## src/rtl/mul_div_unit.sv

```systemverilog
// mul_div_unit: iterative radix-2 MULT/MULTU/DIV/DIVU with a {hi,lo} result.
// Multiply and divide share one 2*DATA_W accumulator: {hi,lo} product or {remainder,quotient}.
module mul_div_unit #(
    parameter int DATA_W        = 32,
    parameter bit ZERO_SHORTCUT = 1
) (
    input  logic                  clk,
    input  logic                  rst,
    input  logic                  start_i,
    input  logic [1:0]            op_i,
    input  logic [DATA_W-1:0]     opdata1_i,
    input  logic [DATA_W-1:0]     opdata2_i,
    input  logic                  annul_i,
    output logic [2*DATA_W-1:0]   result_o,
    output logic                  ready_o,
    output logic                  busy_o,
    output logic                  dbz_o
);
    typedef enum logic [1:0] {IDLE, RUN, DONE} state_t;
    localparam int CW = $clog2(DATA_W);

    state_t              state;
    logic [CW-1:0]       cnt;
    logic                is_div, neg_res, neg_rem;
    logic [DATA_W-1:0]   mcand;
    logic [2*DATA_W-1:0] acc;

    logic                s1, s2;
    logic [DATA_W-1:0]   mag1, mag2;
    logic [DATA_W:0]     msum, rsh, diff;
    logic [2*DATA_W-1:0] nx, fixed;

    always_comb begin
        s1    = op_i[0] & opdata1_i[DATA_W-1];
        s2    = op_i[0] & opdata2_i[DATA_W-1];
        mag1  = s1 ? -opdata1_i : opdata1_i;
        mag2  = s2 ? -opdata2_i : opdata2_i;
        msum  = {1'b0, acc[2*DATA_W-1:DATA_W]} + (acc[0] ? {1'b0, mcand} : '0);
        // restoring step: shift the next dividend bit into the partial remainder
        rsh   = acc[2*DATA_W-1:DATA_W-1];
        diff  = rsh - {1'b0, mcand};
        nx    = is_div ? {diff[DATA_W] ? rsh[DATA_W-1:0] : diff[DATA_W-1:0], acc[DATA_W-2:0], ~diff[DATA_W]}
                       : {msum, acc[DATA_W-1:1]};
        fixed = !is_div ? (neg_res ? -nx : nx)
                        : {neg_rem ? -nx[2*DATA_W-1:DATA_W] : nx[2*DATA_W-1:DATA_W],
                           neg_res ? -nx[DATA_W-1:0] : nx[DATA_W-1:0]};
    end

    always_ff @(posedge clk) begin
        if (rst) begin
            state    <= IDLE;
            result_o <= '0;
            ready_o  <= 1'b0;
            busy_o   <= 1'b0;
            dbz_o    <= 1'b0;
            cnt      <= '0;
        end else if (annul_i) begin
            state   <= IDLE;
            ready_o <= 1'b0;
            busy_o  <= 1'b0;
        end else begin
            case (state)
                IDLE: if (start_i) begin
                    is_div  <= op_i[1];
                    neg_res <= s1 ^ s2;
                    neg_rem <= op_i[1] & s1;
                    mcand   <= op_i[1] ? mag2 : mag1;
                    acc     <= {{DATA_W{1'b0}}, op_i[1] ? mag1 : mag2};
                    busy_o  <= 1'b1;
                    if (op_i[1] && opdata2_i == '0) begin
                        state    <= DONE;
                        ready_o  <= 1'b1;
                        result_o <= '0;
                        dbz_o    <= 1'b1;
                    end else if (!op_i[1] && ZERO_SHORTCUT && (opdata1_i == '0 || opdata2_i == '0)) begin
                        state    <= DONE;
                        ready_o  <= 1'b1;
                        result_o <= '0;
                        dbz_o    <= 1'b0;
                    end else begin
                        state <= RUN;
                        cnt   <= '0;
                        dbz_o <= 1'b0;
                    end
                end
                RUN: begin
                    acc <= nx;
                    cnt <= cnt + 1'b1;
                    if (cnt == CW'(DATA_W-1)) begin
                        state    <= DONE;
                        ready_o  <= 1'b1;
                        result_o <= fixed;
                    end
                end
                default: begin
                    state   <= IDLE;
                    ready_o <= 1'b0;
                    busy_o  <= 1'b0;
                end
            endcase
        end
    end
endmodule

```

## config.mk

```make
export PLATFORM = sky130hd
export DESIGN_NAME = mul_div_unit
export DESIGN_NICKNAME = d
export VERILOG_FILES = /design/src/rtl/mul_div_unit.sv
export SDC_FILE = /design/constraint.sdc
export NUM_CORES = 1
export LEC_CHECK = 0
export BUFFER_PORTS_ARGS = -buffer_cell sky130_fd_sc_hd__buf_2
export CAP_MARGIN = 20
export CELL_PAD_IN_SITES_DETAIL_PLACEMENT = 1
export CELL_PAD_IN_SITES_GLOBAL_PLACEMENT = 1
export CORE_MARGIN = 5
export CORE_UTILIZATION = 47
export CTS_BUF_LIST = sky130_fd_sc_hd__clkbuf_4
export CTS_CLUSTER_DIAMETER = 150
export DETAILED_ROUTE_END_ITERATION = 7
export HOLD_SLACK_MARGIN = 0.06
export PLACE_DENSITY = 0.92
export SYNTH_ARGS = -nofsm -noshare
export SYNTH_HDL_FRONTEND = slang
export SYNTH_SLANG_ARGS = --single-unit
```

## constraint.sdc

```tcl
create_clock -name clk -period 6.3 [get_ports clk]
set_input_delay 1.26 -clock clk [delete_from_list [all_inputs] [get_ports clk]]
set_output_delay 1.26 -clock clk [all_outputs]
set_load 0.02 [all_outputs]
```

---- Word level (Yosys, flattened, before mapping) ----
Index checks and enable logic that the tools add are counted.
operators by class
  $add $sub $neg .......................... 8
  eq/ne operators ......................... 7
  muxes and demuxes ....................... 35
  bitwise logic cells ..................... 8
  reduce and logical (&&, ||, !) cells .... 17
operators with widths
  operator                                       count
  2-to-1 mux 64 bit                              8
  2-to-1 mux 32 bit                              8
  one-hot mux 64 bit (2 select lines)            2
  negator 32 bit                                 4
  zero test 32 bit                               2
  negator 64 bit                                 1
  adder 32 x 32 -> 33 bit                        1
  subtractor 33 x 32 -> 33 bit                   1
  2-to-1 mux 5 bit                               3
  one-hot mux 5 bit (2 select lines)             1
  AND reduction 5 bit                            2
  2-to-1 mux 2 bit                               4
  inequality test 2 bit (second input constant)  4
  AND reduction 4 bit                            2
  2-to-1 mux 1 bit                               6
  AND reduction 3 bit                            2
  adder 5 x 1 -> 5 bit (second input constant)   1
  equality test 5 bit (second input constant)    1
  inverter 1 bit                                 4
  one-hot mux 1 bit (2 select lines)             2
  one-hot mux 2 bit (2 select lines)             1
  AND reduction 2 bit                            2
  AND 1 bit                                      3
  inequality test 3 bit (second input constant)  1
  8 further kinds                                9
storage, ports and cells
  register bits ........................... 173
  input bits .............................. 70
  output and inout bits ................... 67
  word-level logic and storage cells ...... 86

---- Longest topological paths before layout ----
Gate-level depths: netlist of the first run.
  depth in word-level cells ............... 8
  depth in mapped cells ................... 24

---- Worst setup path after synthesis of the first run ----
No wires, ideal clock.
  path kind ............................... reg2reg
  from .................................... register acc[31]
  to ...................................... register result_o[54]
  setup time .............................. 0.126 ns
  arrival time ............................ 4.713 ns
  required time ........................... 6.174 ns
  path slack .............................. 1.461 ns
  stages on the path, launching flop included .. 25
  buffers on the path ..................... 1
  cells stage by stage .................... edfxtp_1 inv_1 ha_1 inv_1 fa_1 nand3_1 a21oi_1 o21ai_2 o21ai_1 a211oi_2 nor3_4 buf_2 nand2_1 a21boi_0 ha_1 nand2_1 nor2_1 nand3_1 or2_2 nor3_1 a31oi_1 a2bb2oi_1 o31ai_1 xnor2_1 o21ai_1
between the ends
  cells in the longest elaborated chain, start to end .. 8
RTL lines
  element                                                        line    text
  from (decl)                                                    26      logic [2*DATA_W-1:0] acc;
  from (signal assigned)                                         68      acc <= {{DATA_W{1'b0}}, op_i[1] ? mag1 : mag2};
  from (signal assigned)                                         87      acc <= nx;
  subtractor 33 x 32 -> 33 bit                                   41      diff = rsh - {1'b0, mcand};
  2-to-1 mux 32 bit / inverter 1 bit (equally long branches)     42      nx = is_div ? {diff[DATA_W] ? rsh[DATA_W-1:0] : diff[DATA_W-1:0], acc[DATA_W-2:0], ~diff[DATA_W]}
  2-to-1 mux 64 bit *                                            42
  negator 64 bit / negator 32 bit (equally long branches)        44, 45
  2-to-1 mux 64 bit / 2-to-1 mux 32 bit (equally long branches)  44, 45
  2-to-1 mux 64 bit *                                            44      fixed = !is_div ? (neg_res ? -nx : nx)
  2-to-1 mux 64 bit *                                            89      if (cnt == CW'(DATA_W-1)) begin
  one-hot mux 64 bit (2 select lines) *                          62      case (state)
  to (signal assigned)                                           92      result_o <= fixed;
  to (decl)                                                      14      output logic [2*DATA_W-1:0] result_o,
Mark *: on every way between the ends. The rest lies on a longest branch, timed or not. The select of a mux whose other input is x is not followed.
A chain may end at the register's enable or synchronous reset.

---- Final worst setup path of the first run ----
Same ends and word-level chain as after synthesis.

==> run summary, run 1 <==
Status
- **result of the run** completed

Clock tree
- **# H-tree levels** 4
- **clk sinks** 173
- **Bufs on Longest Clock Path** 2
- **buffer type at the clock tree root** clkbuf_4
- **CTS Hold Bufs** 0
- **postcts setup bufs** 0
- **clock latency at the later pin of the worst-skew pair** 0.70 ns
- **TritonCTS clock tree** done
- **quantity of gates resized following cts** 0
- **TritonCTS Buffers** 17
- **clock transition at the registers of the reported paths** 0.17 ns

Setup path
- **Worst EP required** 6.86 ns
- **startpoint kind of the worst setup timing path** flip-flop
- **arrival time at the worst endpoint** 6.23 ns
- **CP Capture Type** flip-flop
- **highest fanout seen on the critical path** 6
- **critical path class** reg2reg

Timing
- **Highest Clock Rate** 0.1765 GHz
- **endpoints failing hold** 0
- **Total Negative Setup Slacks** 0 ns
- **post-route minimum period** 5.666 ns
- **fin crit share** 89.93%
- **max-slew violation count** 0
- **worst hold-check slack** 0.4632 ns
- **Worst slew margin** 27.48%
- **Worst Max-Slew Pin Slew** 1.088 ns
- **Setup-failing EPs final** 0
- **final clock skew** 0.04112 ns
- **unrepaired setup endpoints after global routing** no

Routing
- **DR DRC count** 0
- **routed wire length per instance** 25.74 um
- **Detailed Route WL** 60,570 um
- **count of routing violations after the opening detailed-route iteration** 1,383
- **via count** 15,600
- **antenna-violating nets left** 0
- **DR pass1 iterations** 6
- **average via count per standard cell** 6.628

Synthesis
- **largest family of logic cells by synthesized area** compound AO/OA/AOI/OAI gates
- **register bit total from synthesis** 173
- **fraction of the yosys area taken by sequential cells** 29.58%
- **complex-gate fraction of the synthesized area** 22.34%
- **Mapped Area** 15,060 um2
- **proportion of register bits with asynchronous set or reset after synthesis** 0%
- **XOR/XNOR share of the synthesized area** 9.248%
- **number of enable flip-flop cells after synthesis** 99
- **Avg Synthesized Cell Area** 8.153 um2
- **number of instances in the synthesized netlist** 1,847
- **most used flip-flop cell after synthesis** edfxtp_1
- **count of different cell masters after synthesis** 100
- **Adder-Cell Fraction of Synth Area** 6.082%
- **Yosys warnings** 0
- **simple-gate portion of the synthesized area** 20.91%
- **post-synthesis mux area share** 7.279%
- **nets in the synthesized netlist** 1,989

Flow run
- **max-cap viol count** 0

GRT
- **global routing usage summed across all routing layers** 33.17%
- **number of antenna violations at the first check in global routing** 3
- **vias in the first global route** 16,310
- **global route total overflow** 0
- **first-pass GRT wire length** 93,960 um
- **largest net degree at the start of global routing** 115

Layout
- **most frequent standard cell in the layout excluding fill and tap cells** nand2_1
- **commonest non-fill, non-tap cells in the layout** 192 x nand2_1, 175 x nor2_1, 168 x a21oi_1, 135 x buf_2
- **total number of nets in the final design** 2,077
- **fill count** 3,864
- **fraction of final layout cells with drive strength greater than 1** 12.63%
- **Area growth, synth to finish** 9.339%

Power
- **leakage power figure** 0.006704 uW
- **VDD IR-drop max** 0.0001427 V
- **Cell Pwr Density** 180.7 nW/um2

Floorplan
- **area inside the core boundary** 31,560 um2
- **Die Ht** 189.0 um
- **Ports** 137
- **DIE AREA** 35,720 um2
- **Starting Density** 47.72%
- **Placement Rows** 65
- **Chip Width** 189.0 um

Place
- **placer's final routability congestion estimate** 1.009
- **post-detail-place hpwl** 45,010 um
- **I/O Buffers** 136

Min path
- **Tightest Hold Check Type** reg2reg

## kinds of logic after synthesis
| logic type | count (synthesis) |
|---|---|
| simple gates | 651 |
| compound gates | 513 |
| flops | 173 |
| buf+inv | 172 |
| xor+xnor | 159 |
| mux | 107 |
| fa+ha+maj | 72 |
## registers in the layout, indices dropped and copies added (netlist names)
signal	count
cnt	5
result_o	64
state	2
busy_o	1
ready_o	1
mcand	32
acc	64
dbz_o	1
is_div	1
neg_rem	1
neg_res	1
## cells in the mapped netlist, types with 47 or more instances
| cell | count | area, um2 |
|---|---|---|
| nand2_1 | 192 | 720.7 |
| nor2_1 | 175 | 656.9 |
| a21oi_1 | 168 | 840.8 |
| edfxtp_1 | 99 | 2973 |
| mux2i_1 | 99 | 991.0 |
| o21ai_0 | 92 | 460.4 |
| xor2_1 | 84 | 735.7 |
| xnor2_1 | 75 | 656.9 |
| dfxtp_1 | 74 | 1481 |
| inv_1 | 74 | 277.8 |
| ha_1 | 70 | 875.8 |
| nand3_1 | 69 | 345.3 |
| clkbuf_1 | 63 | 236.5 |
| and2_1 | 47 | 294.0 |
## where the power goes
group	total, uW	switching, uW	internal (uW)
Sequential	1270	31.0	1240
Combinational	841	560	280
Clock	867	558	309
## per-layer routing
layer	global-route usage, %	routed length, um	up-vias
met4	19.48	4267	2
met5	0	11	-
met2	55.96	28500	786
met1	39.62	23470	7625
met3	5.955	4322	261
li1	-	-	6922
## stage by stage
| stage | cells | cell area (um2) | worst slack, ns | power, uW | util [%] |
|---|---|---|---|---|---|
| global route | 2351 | 16460 | 0.2617 | 3069 | 52.16 |
| floorplan | 1847 | 15060 | 1.461 | 1810 | - |
| finish | 2353 | 16460 | 0.6342 | 2976 | 52.18 |
| global placement | 2318 | 16090 | 0.5940 | 2056 | 50.98 |
| detailed placement | 2318 | 16090 | 0.4122 | 2090 | 50.98 |
| CTS | 2350 | 16460 | 0.7573 | 2944 | 52.15 |
## final timing paths
check	from	end	slack [ns]	depth (start not counted)
setup / recovery	acc[31]$_DFFE_PP_	result_o[54]$_SDFFE_PP0P_	0.63	24
hold / removal	result_o[59]$_SDFFE_PP0P_	result_o[59]$_SDFFE_PP0P_	0.46	2
setup reg to reg	acc[31]$_DFFE_PP_	result_o[54]$_SDFFE_PP0P_	0.63	24
hold reg to reg	result_o[59]$_SDFFE_PP0P_	result_o[59]$_SDFFE_PP0P_	0.46	2
## worst max-delay path, cell delays in order (launching register included)
cell	delay (ns)
edfxtp_1	0.43
inv_1	0.11
ha_1	0.18
inv_1	0.06
fa_1	0.39
nand3_1	0.17
a21oi_1	0.16
o21ai_2	0.27
o21ai_1	0.24
a211oi_2	0.36
nor3_4	0.09
nand2_1	0.14
a21boi_0	0.34
ha_1	0.29
nand2_1	0.11
nor2_1	0.31
nand3_1	0.21
or2_2	0.40
nor3_1	0.19
buf_4	0.18
a31oi_1	0.18
a2bb2oi_1	0.23
o31ai_1	0.27
xnor2_1	0.17
o21ai_1	0.08
## cell type report
cell class	instances	area, um2	share of cell area, %
antenna	3	7.507	0.04560
clock buffer	17	127.6	0.7751
clock inverter	15	242.7	1.474
inverter	75	281.5	1.710
multi-input combinational	1502	9927	60.29
sequential	173	4454	27.05
tap	402	503.0	3.055
timing repair buffer	166	920.9	5.593
(Power assumes the default switching activity.)
==> run 2: changes to the inputs <==
Settings changed: CTS_CLUSTER_DIAMETER 150 to 40, PLACE_DENSITY 0.92 to 0.91.
==> run 2 against run 1 <==
  * Sequential cell count unchanged
  * Largest cell class unchanged
  * Critical endpoint is now result_o[61]$_SDFFE_PP0P_
  * Worst hold slack got worse by 0.0018 ns
  * Non-clock buffer count decreased by 2
  * Sequential share of layout area increased by 0.17 points
==> run summary, run 2 (same netlist as run 1, synthesis figures left out) <==
Status
- **result of the run** completed

Timing
- **max-slew violation count** 0
- **Highest Clock Rate** 0.1771 GHz
- **Total Negative Setup Slacks** 0 ns
- **endpoints failing hold** 0
- **unrepaired setup endpoints after global routing** no
- **final clock skew** 0.03024 ns
- **post-route minimum period** 5.646 ns
- **Worst slew margin** 27.03%
- **Worst Max-Slew Pin Slew** 1.095 ns
- **fin crit share** 89.62%
- **Setup-failing EPs final** 0

Power
- **part of the total power dissipated in sequential elements** 45.8%
- **Cell Pwr Density** 168.9 nW/um2
- **combinational share of power** 29.6%
- **portion of total power attributed to the clock network** 24.5%
- **switch share** 38.46%
- **switching component of the power** 1063 uW
- **leakage power figure** 0.006658 uW
- **Internal Dissipation** 1701 uW
- **VDD IR-drop max** 0.0001187 V

Layout
- **Register Area** 4454 um2
- **most frequent standard cell in the layout excluding fill and tap cells** nand2_1
- **multi-input logic area** 9927 um2
- **share of the core filled with cells in the final layout** 51.86%
- **fraction of final layout cells with drive strength greater than 1** 12.54%
- **fill count** 3,890
- **Finished Cell Area** 16,360 um2
- **commonest non-fill, non-tap cells in the layout** 192 x nand2_1, 175 x nor2_1, 168 x a21oi_1, 135 x buf_2
- **total number of nets in the final design** 2,075
- **registers with the highest flip-flop counts** acc (64), result_o (64), mcand (32)
- **Area growth, synth to finish** 8.674%

Floorplan
- **Die Ht** 189.0 um
- **area inside the core boundary** 31,560 um2
- **Chip Width** 189.0 um
- **Ports** 137
- **Starting Density** 47.72%
- **DIE AREA** 35,720 um2
- **Placement Rows** 65

Clock tree
- **clock transition at the registers of the reported paths** 0.18 ns
- **postcts setup bufs** 0
- **clk sinks** 173
- **buffer type at the clock tree root** clkbuf_4
- **CTS Hold Bufs** 0
- **clock latency at the later pin of the worst-skew pair** 0.63 ns
- **# H-tree levels** 4
- **TritonCTS Buffers** 17
- **quantity of gates resized following cts** 0
- **Bufs on Longest Clock Path** 2
- **TritonCTS clock tree** done

Setup path
- **Worst EP required** 6.85 ns
- **largest stage delay on the critical path** 0.62 ns
- **cells along the critical path** and2_1 > ha_1 > fa_1 > a211oi_1 > nor2_1 > a21oi_1 > o21ai_0 > a31oi_1 > o21ai_0 > xor2_1 > a21oi_1 > nand3_1 > or3_1 > nor4_1 > o211ai_1 > a32o_1
- **startpoint kind of the worst setup timing path** flip-flop
- **CP Capture Type** flip-flop
- **highest-delay cell along the critical path** edfxtp_1
- **highest fanout seen on the critical path** 9
- **arrival time at the worst endpoint** 6.19 ns
- **critical path class** reg2reg

Routing
- **Detailed Route WL** 56,760 um
- **average via count per standard cell** 6.450
- **antenna-violating nets left** 0
- **count of routing violations after the opening detailed-route iteration** 1,200
- **via count** 15,180
- **DR pass1 iterations** 5
- **DR DRC count** 0
- **routed wire length per instance** 24.12 um

Min path
- **Tightest Hold Check Type** reg2reg

GRT
- **largest net degree at the start of global routing** 91
- **global route total overflow** 0
- **global routing usage summed across all routing layers** 31.04%
- **number of antenna violations at the first check in global routing** 8
- **first-pass GRT wire length** 88,610 um
- **vias in the first global route** 15,810

Place
- **I/O Buffers** 136
- **post-placement cell area** 16,070 um2
- **post-detail-place hpwl** 44,620 um
- **placer's final routability congestion estimate** 0.9791

Flow run
- **max-cap viol count** 0

-- run 2: changes by cell type in the layout (fill, tap and decap cells not counted), sizes merged --
cell	before	now
diode	3	5
buf	166	164
clkbuf	17	18
bufinv	3	0
inv	82	83
clkinv	5	6
-- run 2: metrics by stage --
| stage | hold WS, ns | power, uW | setup slack (ns) | std cells |
|---|---|---|---|---|
| after floorplan | 0.4362 | 1810 | 1.461 | 1847 |
| after global placement | 0.4319 | 2054 | 0.6108 | 2316 |
| after detailed placement | 0.4411 | 2087 | 0.5355 | 2316 |
| after CTS | 0.4660 | 2749 | 0.8035 | 2348 |
| after global routing | 0.4843 | 2879 | 0.4935 | 2352 |
| final | 0.4614 | 2764 | 0.6540 | 2353 |
-- run 2: final timing paths --
kind / to / from / depth (start not counted) / slack (ns)
setup / recovery: result_o[61]$_SDFFE_PP0P_ / acc[0]$_DFFE_PP_ / 16 / 0.65
setup reg to reg: result_o[61]$_SDFFE_PP0P_ / acc[0]$_DFFE_PP_ / 16 / 0.65
hold / removal: result_o[18]$_SDFFE_PP0P_ / result_o[18]$_SDFFE_PP0P_ / 2 / 0.46
hold reg to reg: result_o[18]$_SDFFE_PP0P_ / result_o[18]$_SDFFE_PP0P_ / 2 / 0.46
-- run 2: power groups by stage --
stage          Clock, uW  Combinational (uW)  Sequential [uW]
3_5_place_dp           0                 797             1290
3_3_place_gp           0                 768             1290
4_1_cts              681                 803             1270
6_report             678                 819             1270
5_1_grt              736                 874             1270
2_1_floorplan          0                 537             1270
-- run 2: area by class of cell --
class	instances	area share (%)
Multi-Input combinational cell	1502	60.66
Inverter	75	1.720
Clock buffer	18	0.8258
Tap cell	402	3.074
Antenna cell	5	0.07646
Clock inverter	14	0.8869
Sequential cell	173	27.22
Timing Repair Buffer	164	5.536
-- run 2: critical path, delay by kind of cell (launching register included) --
family,cells,cell delay (ns)
and+or+nand+nor,5,1.39
DFF,1,0.62
xor gates and xnor gates,1,0.17
adders and majority gates,2,0.70
AOI/OAI and AO/OA,8,2.69
-- run 2: routing by layer --
layer,part of all wire (%),global-route usage [%],up-vias
met2,48,53.28,593
met4,6.1,16.42,8
met1,40,37.12,7458
met5,0.093,0,-
met3,5.9,5.476,194
li1,-,-,6924
==> run 3: changes to the inputs <==
Settings changed: CELL_PAD_IN_SITES_DETAIL_PLACEMENT 1 to 0.
==> run 3 against run 2 <==
  * Clock skew increased by 0.0028 ns
  * Combinational power down 3.7%
  * Via count fell by 4.2%
  * Sequential cell count is the same
  * Routed wire length decreased by 11%
  * Sequential power barely moved
  * Power decreased by 1.2%
  * Global-route usage decreased by 3.6 points
  * Register-to-register slack better by 0.17 ns
  * Critical path depth up 5
  * Worst hold slack worse by 0.011 ns
  * Clock-buffer cell count shrank 1
  * Largest power group unchanged
==> run summary, run 3 (same netlist as run 1, synthesis figures left out) <==
Floorplan
- **DIE AREA** 35,720 um2
- **Placement Rows** 65
- **area inside the core boundary** 31,560 um2
- **Starting Density** 47.72%
- **Die Ht** 189.0 um
- **Ports** 137
- **Chip Width** 189.0 um

Clock tree
- **clk sinks** 173
- **clock transition at the registers of the reported paths** 0.17 ns
- **postcts setup bufs** 0
- **buffer type at the clock tree root** clkbuf_4
- **Bufs on Longest Clock Path** 2
- **quantity of gates resized following cts** 0
- **TritonCTS clock tree** done
- **TritonCTS Buffers** 17
- **# H-tree levels** 4
- **clock latency at the later pin of the worst-skew pair** 0.60 ns
- **CTS Hold Bufs** 0

GRT
- **first-pass GRT wire length** 78,230 um
- **largest net degree at the start of global routing** 91
- **vias in the first global route** 14,200
- **global routing usage summed across all routing layers** 27.44%
- **global route total overflow** 0
- **number of antenna violations at the first check in global routing** 9

Setup path
- **startpoint kind of the worst setup timing path** flip-flop
- **CP Capture Type** flip-flop
- **highest fanout seen on the critical path** 15
- **largest stage delay on the critical path** 0.52 ns
- **highest-delay cell along the critical path** edfxtp_1
- **worst setup slack for register-to-register paths** 0.83 ns
- **buffers and inverters on the worst path** 1
- **critical path class** reg2reg
- **cells along the critical path** ha_1 > a21o_1 > a31o_1 > o2111ai_1 > and2_4 > mux2_4 > nor3_4 > nand2_1 > a21boi_0 > ha_1 > nand2_1 > nor2_1 > nand3_1 > or2_2 > nor3_1 > buf_4 > a31oi_1 > a2bb2oi_1 > o31ai_1 > xnor2_1 > o21ai_1
- **cell family contributing the most delay on the critical path** compound AO/OA/AOI/OAI gates
- **Worst EP required** 6.75 ns
- **arrival time at the worst endpoint** 5.92 ns

Place
- **post-placement cell area** 16,070 um2
- **post-detail-place hpwl** 39,480 um
- **I/O Buffers** 136
- **placer's final routability congestion estimate** 0.9791

Layout
- **Finished Cell Area** 16,360 um2
- **registers with the highest flip-flop counts** acc (64), result_o (64), mcand (32)
- **most frequent standard cell in the layout excluding fill and tap cells** nand2_1
- **Area growth, synth to finish** 8.666%
- **total number of nets in the final design** 2,075
- **commonest non-fill, non-tap cells in the layout** 192 x nand2_1, 175 x nor2_1, 168 x a21oi_1, 135 x buf_2
- **fraction of final layout cells with drive strength greater than 1** 12.49%
- **share of the core filled with cells in the final layout** 51.86%

Power
- **Cell Pwr Density** 166.9 nW/um2
- **switching component of the power** 992.4 uW
- **switch share** 36.35%
- **sum of internal, switching and leakage power** 2730 uW
- **leakage power figure** 0.006660 uW
- **part of the total power dissipated in sequential elements** 46.3%
- **combinational share of power** 28.9%
- **portion of total power attributed to the clock network** 24.8%
- **Internal Dissipation** 1738 uW
- **VDD IR-drop max** 0.0001018 V

Timing
- **Highest Clock Rate** 0.1827 GHz
- **final clock skew** 0.03309 ns
- **Total Negative Setup Slacks** 0 ns
- **endpoints failing hold** 0
- **unrepaired setup endpoints after global routing** no
- **Worst Max-Slew Pin Slew** 1.074 ns
- **worst hold-check slack** 0.4508 ns
- **post-route minimum period** 5.474 ns
- **Worst slew margin** 28.41%
- **max-slew violation count** 0
- **fin crit share** 86.89%
- **Setup-failing EPs final** 0

Routing
- **antenna-violating nets left** 0
- **count of routing violations after the opening detailed-route iteration** 1,363
- **via count** 14,550
- **average via count per standard cell** 6.181
- **Detailed Route WL** 50,390 um
- **routed wire length per instance** 21.42 um
- **DR pass1 iterations** 6
- **DR DRC count** 0

Min path
- **Tightest Hold Check Type** reg2reg

Flow run
- **max-cap viol count** 0

Status
- **result of the run** completed

-- run 3: cell types whose count changed in the layout (fill, tap and decap cells not counted) --
cell,change
clkinv_4,-1
clkinv_2,+1
bufinv_8,+1
clkinv_1,+1
bufinv_16,+1
clkinvlp_4,+1
inv_12,-1
inv_4,+1
clkbuf_4,-1
inv_8,-2
clkinv_8,-1
-- run 3: cell type report --
class / instances / area (um2)
clock buffers: 17 / 127.6
flip-flops and latches: 173 / 4454
well taps: 402 / 503.0
fillers: 3070 / 15190
clock inverters: 15 / 151.4
diodes: 5 / 12.51
multi-input cells: 1502 / 9927
repair buffers: 164 / 905.9
inverters: 75 / 281.5
-- run 3: worst paths after layout --
path | start | endpoint | cells past startpoint
worst min register to register | result_o[57]$_SDFFE_PP0P_ | result_o[57]$_SDFFE_PP0P_ | 2
worst max register to register | acc[54]$_SDFFCE_PN0P_ | result_o[54]$_SDFFE_PP0P_ | 21
worst max-delay path | acc[54]$_SDFFCE_PN0P_ | result_o[54]$_SDFFE_PP0P_ | 21
worst min-delay path | result_o[57]$_SDFFE_PP0P_ | result_o[57]$_SDFFE_PP0P_ | 2
-- run 3: power groups by stage --
stage	logic (uW)	registers, uW	clock network [uW]
after global routing	853	1270	730
after floorplan	537	1270	0
after detailed placement	775	1290	0
after CTS	778	1260	679
final	789	1260	677
after global placement	768	1290	0
-- run 3: metal layers --
metal | GRT usage, % | vias to the layer above | part of all wire, %
met5 | 0 | - | 0.062
met4 | 10.68 | 6 | 4.1
met1 | 35.36 | 6862 | 41
met3 | 4.941 | 122 | 7.8
met2 | 45.90 | 645 | 47
li1 | - | 6910 | -
-- run 3: worst reg2reg max path: cells and delay by family (launching register included) --
kind,cells,cell delay (ns)
adder cells (fa/ha/maj),2,0.66
AO/OA/AOI/OAI,8,1.85
XOR/XNOR,1,0.15
AND/OR/NAND/NOR,8,1.63
flip-flops,1,0.52
multiplexers,1,0.31
buffers and inverters,1,0.18
-- run 3: through the flow --
stage	instances	setup slack, ns
final	2353	0.8260
after global routing	2352	0.4785
after CTS	2348	0.9377
after detailed placement	2316	0.6169
after global placement	2316	0.6108
after floorplan	1847	1.461
